<file path="src/rtl/hex_scan_if.sv">
// Register-port bundle for hex_scan: classic cyc/stb handshake with a single-cycle acknowledge.
interface hex_scan_if;
  logic        cyc_i;
  logic        stb_i;
  logic        we_i;
  logic        adr_i;
  logic [3:0]  sel_i;
  logic [31:0] dat_i;
  logic [31:0] dat_o;
  logic        ack_o;

  modport master (
    output cyc_i, stb_i, we_i, adr_i, sel_i, dat_i,
    input  dat_o, ack_o
  );

  modport slave (
    input  cyc_i, stb_i, we_i, adr_i, sel_i, dat_i,
    output dat_o, ack_o
  );
endinterface

</file>
<file path="src/rtl/hex_scan.sv">
// hex_scan: 8-digit time-multiplexed seven-segment scan controller with a VALUE/CTRL register port.
// Define HEX_SCAN_BLINK_EN to build in the per-digit blink mask (CTRL[23:16]) and its phase counter.
module hex_scan #(
  parameter int unsigned DIV       = 50000,
  parameter int unsigned BLINK_DIV = 8388608
) (
  input  logic       clk_i,
  input  logic       rst_n_i,
  hex_scan_if.slave  bus,
  output logic [3:0] nibble_o,
  output logic [7:0] dig_n_o
);

  localparam int unsigned     CW      = (DIV > 1) ? $clog2(DIV) : 1;
  localparam logic [CW-1:0]   CNT_MAX = CW'(DIV - 1);

  // Byte-lane merge of a bus write into an existing register image.
  function automatic logic [31:0] lane_merge(input logic [31:0] old_v,
                                             input logic [31:0] new_v,
                                             input logic [3:0]  sel);
    logic [31:0] res;
    res = old_v;
    for (int b = 0; b < 4; b++) begin
      if (sel[b]) begin
        res[8*b +: 8] = new_v[8*b +: 8];
      end else begin
        res[8*b +: 8] = old_v[8*b +: 8];
      end
    end
    return res;
  endfunction

  logic [31:0]   value_r;
  logic [7:0]    mask_r;
  logic          blank_r;
  logic          ack_r;
  logic [31:0]   dat_r;
  logic [CW-1:0] cnt_r;
  logic [2:0]    idx_r;
  logic [3:0]    nibble_r;
  logic [7:0]    dig_n_r;

  logic          xfer_s;
  logic          wr_s;
  logic [7:0]    blink_rd_s;
  logic          hide_s;
  logic [31:0]   ctrl_rd_s;
  logic [31:0]   ctrl_wr_s;
  logic [31:0]   rdata_s;
  logic [31:0]   value_nxt_s;
  logic [7:0]    mask_nxt_s;
  logic          blank_nxt_s;
  logic          ack_nxt_s;
  logic [31:0]   dat_nxt_s;
  logic [CW-1:0] cnt_nxt_s;
  logic [2:0]    idx_nxt_s;
  logic          dig_on_s;
  logic [3:0]    nibble_nxt_s;
  logic [7:0]    dig_n_nxt_s;

  assign ctrl_rd_s = {8'h00, blink_rd_s, 7'h00, blank_r, mask_r};
  assign ctrl_wr_s = lane_merge(ctrl_rd_s, bus.dat_i, bus.sel_i);

  // Bus decode: accept one transfer per ack-free cycle, merge writes, select read data.
  always_comb begin
    xfer_s      = bus.cyc_i & bus.stb_i & ~ack_r;
    wr_s        = xfer_s & bus.we_i;
    ack_nxt_s   = xfer_s;
    value_nxt_s = value_r;
    mask_nxt_s  = mask_r;
    blank_nxt_s = blank_r;
    if (bus.adr_i) begin
      rdata_s = ctrl_rd_s;
    end else begin
      rdata_s = value_r;
    end
    if (wr_s && !bus.adr_i) begin
      value_nxt_s = lane_merge(value_r, bus.dat_i, bus.sel_i);
    end else if (wr_s && bus.adr_i) begin
      mask_nxt_s  = ctrl_wr_s[7:0];
      blank_nxt_s = ctrl_wr_s[8];
    end else begin
      value_nxt_s = value_r;
    end
    if (xfer_s && !bus.we_i) begin
      dat_nxt_s = rdata_s;
    end else begin
      dat_nxt_s = 32'h0000_0000;
    end
  end

  // Register file and acknowledge state.
  always_ff @(posedge clk_i) begin
    if (!rst_n_i) begin
      value_r <= 32'h0000_0000;
      mask_r  <= 8'hFF;
      blank_r <= 1'b0;
      ack_r   <= 1'b0;
      dat_r   <= 32'h0000_0000;
    end else begin
      value_r <= value_nxt_s;
      mask_r  <= mask_nxt_s;
      blank_r <= blank_nxt_s;
      ack_r   <= ack_nxt_s;
      dat_r   <= dat_nxt_s;
    end
  end

  // Slot timer: cnt runs 0..DIV-1, and the digit index advances on each wrap.
  always_comb begin
    if (cnt_r == CNT_MAX) begin
      cnt_nxt_s = {CW{1'b0}};
      idx_nxt_s = idx_r + 3'd1;
    end else begin
      cnt_nxt_s = cnt_r + CW'(1'b1);
      idx_nxt_s = idx_r;
    end
  end

  // Scan position registers.
  always_ff @(posedge clk_i) begin
    if (!rst_n_i) begin
      cnt_r <= {CW{1'b0}};
      idx_r <= 3'd0;
    end else begin
      cnt_r <= cnt_nxt_s;
      idx_r <= idx_nxt_s;
    end
  end

`ifdef HEX_SCAN_BLINK_EN
  localparam int unsigned   BW       = (BLINK_DIV > 1) ? $clog2(BLINK_DIV) : 1;
  localparam logic [BW-1:0] BCNT_MAX = BW'(BLINK_DIV - 1);

  logic [BW-1:0] bcnt_r;
  logic [BW-1:0] bcnt_nxt_s;
  logic          phase_r;
  logic          phase_nxt_s;
  logic [7:0]    blink_r;
  logic [7:0]    blink_nxt_s;

  // Blink phase timer and blink-mask write path.
  always_comb begin
    if (bcnt_r == BCNT_MAX) begin
      bcnt_nxt_s  = {BW{1'b0}};
      phase_nxt_s = ~phase_r;
    end else begin
      bcnt_nxt_s  = bcnt_r + BW'(1'b1);
      phase_nxt_s = phase_r;
    end
    if (wr_s && bus.adr_i) begin
      blink_nxt_s = ctrl_wr_s[23:16];
    end else begin
      blink_nxt_s = blink_r;
    end
  end

  // Blink state registers.
  always_ff @(posedge clk_i) begin
    if (!rst_n_i) begin
      bcnt_r  <= {BW{1'b0}};
      phase_r <= 1'b0;
      blink_r <= 8'h00;
    end else begin
      bcnt_r  <= bcnt_nxt_s;
      phase_r <= phase_nxt_s;
      blink_r <= blink_nxt_s;
    end
  end

  assign blink_rd_s = blink_r;
  assign hide_s     = phase_nxt_s & blink_r[idx_nxt_s];
`else
  assign blink_rd_s = 8'h00;
  assign hide_s     = 1'b0;
`endif

  // Reserved CTRL bits (and BLINK_DIV in the plain build) are intentionally dropped.
  logic unused_ctrl_s;
  assign unused_ctrl_s = ^{ctrl_wr_s[31:9], BLINK_DIV[0]};

  // Output images are computed from the coming scan position so they align with cnt.
  always_comb begin
    dig_on_s     = mask_r[idx_nxt_s] & ~blank_r & ~hide_s;
    nibble_nxt_s = value_r[{idx_nxt_s, 2'b00} +: 4];
    if ((cnt_nxt_s == {CW{1'b0}}) || !dig_on_s) begin
      dig_n_nxt_s = 8'hFF;
    end else begin
      dig_n_nxt_s = ~(8'h01 << idx_nxt_s);
    end
  end

  // Registered display outputs.
  always_ff @(posedge clk_i) begin
    if (!rst_n_i) begin
      nibble_r <= 4'h0;
      dig_n_r  <= 8'hFF;
    end else begin
      nibble_r <= nibble_nxt_s;
      dig_n_r  <= dig_n_nxt_s;
    end
  end

  assign nibble_o  = nibble_r;
  assign dig_n_o   = dig_n_r;
  assign bus.ack_o = ack_r;
  assign bus.dat_o = dat_r;

endmodule

</file>
<file path="src/flat_wrapper.sv">
// flat-port wrapper written by rule: the top's interface ports become plain ports
module hex_scan_flat 
#(
  parameter int unsigned DIV       = 50000,
  parameter int unsigned BLINK_DIV = 8388608
)
  (clk_i, rst_n_i, nibble_o, dig_n_o, bus_cyc_i, bus_stb_i, bus_we_i, bus_adr_i, bus_sel_i, bus_dat_i, bus_dat_o, bus_ack_o);
  hex_scan_if bus_i ();
  input  logic clk_i;
  input  logic rst_n_i;
  output logic [3:0] nibble_o;
  output logic [7:0] dig_n_o;
  input wire logic [$bits(bus_i.cyc_i)-1:0] bus_cyc_i;
  input wire logic [$bits(bus_i.stb_i)-1:0] bus_stb_i;
  input wire logic [$bits(bus_i.we_i)-1:0] bus_we_i;
  input wire logic [$bits(bus_i.adr_i)-1:0] bus_adr_i;
  input wire logic [$bits(bus_i.sel_i)-1:0] bus_sel_i;
  input wire logic [$bits(bus_i.dat_i)-1:0] bus_dat_i;
  output wire logic [$bits(bus_i.dat_o)-1:0] bus_dat_o;
  output wire logic [$bits(bus_i.ack_o)-1:0] bus_ack_o;
  assign bus_i.cyc_i = bus_cyc_i;
  assign bus_i.stb_i = bus_stb_i;
  assign bus_i.we_i = bus_we_i;
  assign bus_i.adr_i = bus_adr_i;
  assign bus_i.sel_i = bus_sel_i;
  assign bus_i.dat_i = bus_dat_i;
  assign bus_dat_o = bus_i.dat_o;
  assign bus_ack_o = bus_i.ack_o;
  hex_scan #(.DIV(DIV), .BLINK_DIV(BLINK_DIV)) u_core (.clk_i(clk_i), .rst_n_i(rst_n_i), .bus(bus_i), .nibble_o(nibble_o), .dig_n_o(dig_n_o));
endmodule
</file>
<file path="config.mk">
export PLATFORM = sky130hd
export DESIGN_NAME = hex_scan_flat
export DESIGN_NICKNAME = d
export VERILOG_FILES = /design/src/rtl/hex_scan_if.sv /design/src/rtl/hex_scan.sv /design/src/flat_wrapper.sv
export SDC_FILE = /design/constraint.sdc
export NUM_CORES = 1
export LEC_CHECK = 0
export ABC_AREA = 1
export CORE_ASPECT_RATIO = 0.8
export CORE_MARGIN = 8
export CORE_UTILIZATION = 51
export DETAILED_ROUTE_END_ITERATION = 6
export PLACE_DENSITY = 0.87
export SYNTH_ARGS = -nofsm -noshare
export SYNTH_HDL_FRONTEND = slang
export SYNTH_SLANG_ARGS = --single-unit
</file>
<file path="constraint.sdc">
create_clock -name clk_i -period 2.3 [get_ports clk_i]
set_clock_uncertainty 0.2 [all_clocks]
set_input_delay 0.23 -clock clk_i [delete_from_list [all_inputs] [get_ports clk_i]]
set_output_delay 0.23 -clock clk_i [all_outputs]
set_load 0.005 [all_outputs]
</file>
==> flow_summary.toml <==
[power_and_ir_drop]
power_w = 0.003294
leakagePower_nw = 2.194
p_per_area_nw_per_um2 = 597.8
ir_drop_mv = 0.4669

[synthesis]
synth_edf_count = 0
synth.avg_cell_area_um2 = 7.469
yosysWarnings = 0
synth_ff_type = "dfxtp_1"
synth_cell_types = 29
synthTopCellsByCount = "nand2_1, dfxtp_1, nor2_1"
syn-num-nets = 606
yosysSeqAreaShare_pct = 50.07
async_flop_share_pct = 0
synth_top_area_cell = "dfxtp_1"
synth_top_area_share_pct = 50.07
synthCells = 562
yosysMostFrequentCell = "nand2_1"
synth.area.top_cells = "dfxtp_1, nand2_1, nor2_1, a21oi_1, inv_1"
ys_ff_latch = 105
syn-cell-area_um2 = 4198

[route]
first_pass_iters = 5
via_count = 4032
drtAntennaViolNets = 0
post_drt_wl_per_cell_um = 15.70
viasPerCell = 5.271
drt_iter0_markers = 418
drcViolationCount = 0
wl_mm = 12.01

[floorplan]
rows = 29
dieArea_um2 = 11410
coreArea_um2 = 7946
die_w_um = 117.4
start_util_pct = 52.83
die_y_um = 97.15
pin_count = 87

[worst_setup_path]
crit_chain = "ha_4, nand3_4, nor2_4, nand3_2, nand2_4, inv_2, nor2_4, a21oi_1, nand2_1, nand2_1, nand2_1"
critPathCaptureType = "flip-flop"
slowest_stage = "dfxtp_4"
slowest_delay_ps = 390
cp_num_buf_inv = 1
crit_top_cell = "nand2_1"
critPathKind = "flip-flop to flip-flop"
critPathRequiredTime_ps = 2410
critPathMaxFanout = 10
arrival_ps = 2340
path_delay_family = "simple AND/OR/NAND/NOR gates"
start_kind = "flip-flop"

[finish]
utilization_pct = 69.33
fill_cells = 620
fin_area_um2 = 5509
drive_above_1_share_pct = 11.11
syn_to_final_growth_pct = 31.24
nets = 696
fin_cells = 765
diodes = 0

[global_route]
track_usage_pct = 20.38
grt_pass1_vias = 3932
overflow = 0
grt_pass1_wl_mm = 19.23
grt_start_max_net_pins = 36
antenna_found_initial = 0

[clocking]
clock_path_buffers = 2
clock_sinks = 105
hold_buffers = 0
insertion_delay_ps = 370
root_buffer = "clkbuf_8"
htreeDepth = 3
cts_inserted_buffers = 9
cts_tree = "built"
path_clk_slew_ps = 100

[placed_design]
placed_cells = 748
pre_cts_ws_ps = -11.26
dpl_cell_area_um2 = 5189
detailed_place_hpwl_mm = 8.800
port_buffers = 86
globalplace.congestion = 0.9271

[timing]
maxSlewHeadroom_pct = 59.94
drv_slew = 0
tightestPinTransition_ps = 598.7
final-setup-viol-count = 0
fin_crit_ps = 2224
fmax_mhz = 449.6
layout_setup_ws_ps = 75.59
period_share_pct = 96.71
hold_violations = 0

[outcome]
status = "complete, no violations"

[run]
maxCapViolations = 0

[hold_path]
hold_path_class = "flip-flop to flip-flop"
==> power breakdown <==
part	internal, W	total [W]	switching [W]
sequential	0.00184	0.00186	0.0000199
clock	0.000534	0.00121	0.000680
combinational	0.000111	0.000216	0.000105
total	0.00249	0.00329	0.000805
==> routing by layer <==
metal	track usage, %	vias up	share of wire (%)
met2	31.27	183	44
met5	0	-	0
li1	-	1967	-
met4	8.756	0	2.8
met1	26.17	1855	45
met3	5.749	27	8.1
==> sequential cells by signal, indices dropped and copies added, names as in the netlist <==
name,cells
u_core.cnt_r,16
u_core.mask_r,8
u_core.blank_r,1
u_core.bus.ack_o,1
u_core.bus.dat_o,32
u_core.idx_r,3
u_core.dig_n_o,8
u_core.value_r,32
u_core.nibble_o,4
==> final cells by class <==
cell class	count	area, um2	share of cell area, %
multi-input cells	373	1844	33.48
repair buffers	94	933.4	16.94
flip-flops and latches	105	2118	38.45
clock buffers	9	123.9	2.248
inverters	69	261.5	4.747
well taps	108	135.1	2.453
clock inverters	7	92.59	1.681
==> worst register-to-register path, delay by kind of cell (launching register included) <==
| kind | cells | cell delay (ps) |
|---|---|---|
| compound gates | 1 | 170 |
| buf+inv | 1 | 90 |
| fa+ha+maj | 1 | 170 |
| simple gates | 8 | 1160 |
| flops | 1 | 390 |
==> metrics by stage <==
stage	setup TNS (ps)	hold slack, ps
2_1_floorplan	0	143.2
3_3_place_gp	0	246.6
3_5_place_dp	-15.08	249.9
4_1_cts	-21.47	264.0
5_1_grt	-100.8	275.2
6_report	0	264.9
==> cell usage in the layout (no fill, tap or decap), types with 3 or more instances in the layout <==
master and count:
dfxtp_1 94, clkbuf_8 9, nand3_1 33, dfxtp_2 10
nand4_1 4, inv_6 3, inv_2 7, nor3_1 4
inv_1 60, o21ai_0 40, nand2_1 109, clkdlybuf4s50_1 86
a22oi_1 5, nor2_2 7, a21oi_1 52, nand2_4 3
nand3b_1 4, nand2_2 4, buf_4 7, nor2_4 10
nor2_1 83
==> cell families after synthesis <==
family	synth area share (%)
and+or+nand+nor	27.78
DFF	50.07
AOI/OAI and AO/OA	12.91
buffers and inverters	7.601
xor gates and xnor gates	1.043
adders and majority gates	0.5960
==> path summary, 6_finish.rpt <==
path | from | end | slack [ps] | cells after the start
hold reg to reg | u_core.value_r[28] | u_core.bus.dat_o[28] | 260 | 2
setup / recovery | u_core.cnt_r[0] | u_core.nibble_o[1] | 80 | 11
hold / removal | u_core.value_r[28] | u_core.bus.dat_o[28] | 260 | 2
setup reg to reg | u_core.cnt_r[0] | u_core.nibble_o[1] | 80 | 11
==> repair_timing <==
| action | in CTS | in global routing |
|---|---|---|
| setup endpoints to repair | 9 | 12 |
| gates resized for setup | 2 | 26 |
| hold endpoints to repair | 0 | 0 |
| buffers inserted | 0 | 1 |
| pin swaps | 0 | 9 |
(Power assumes the default switching activity.)
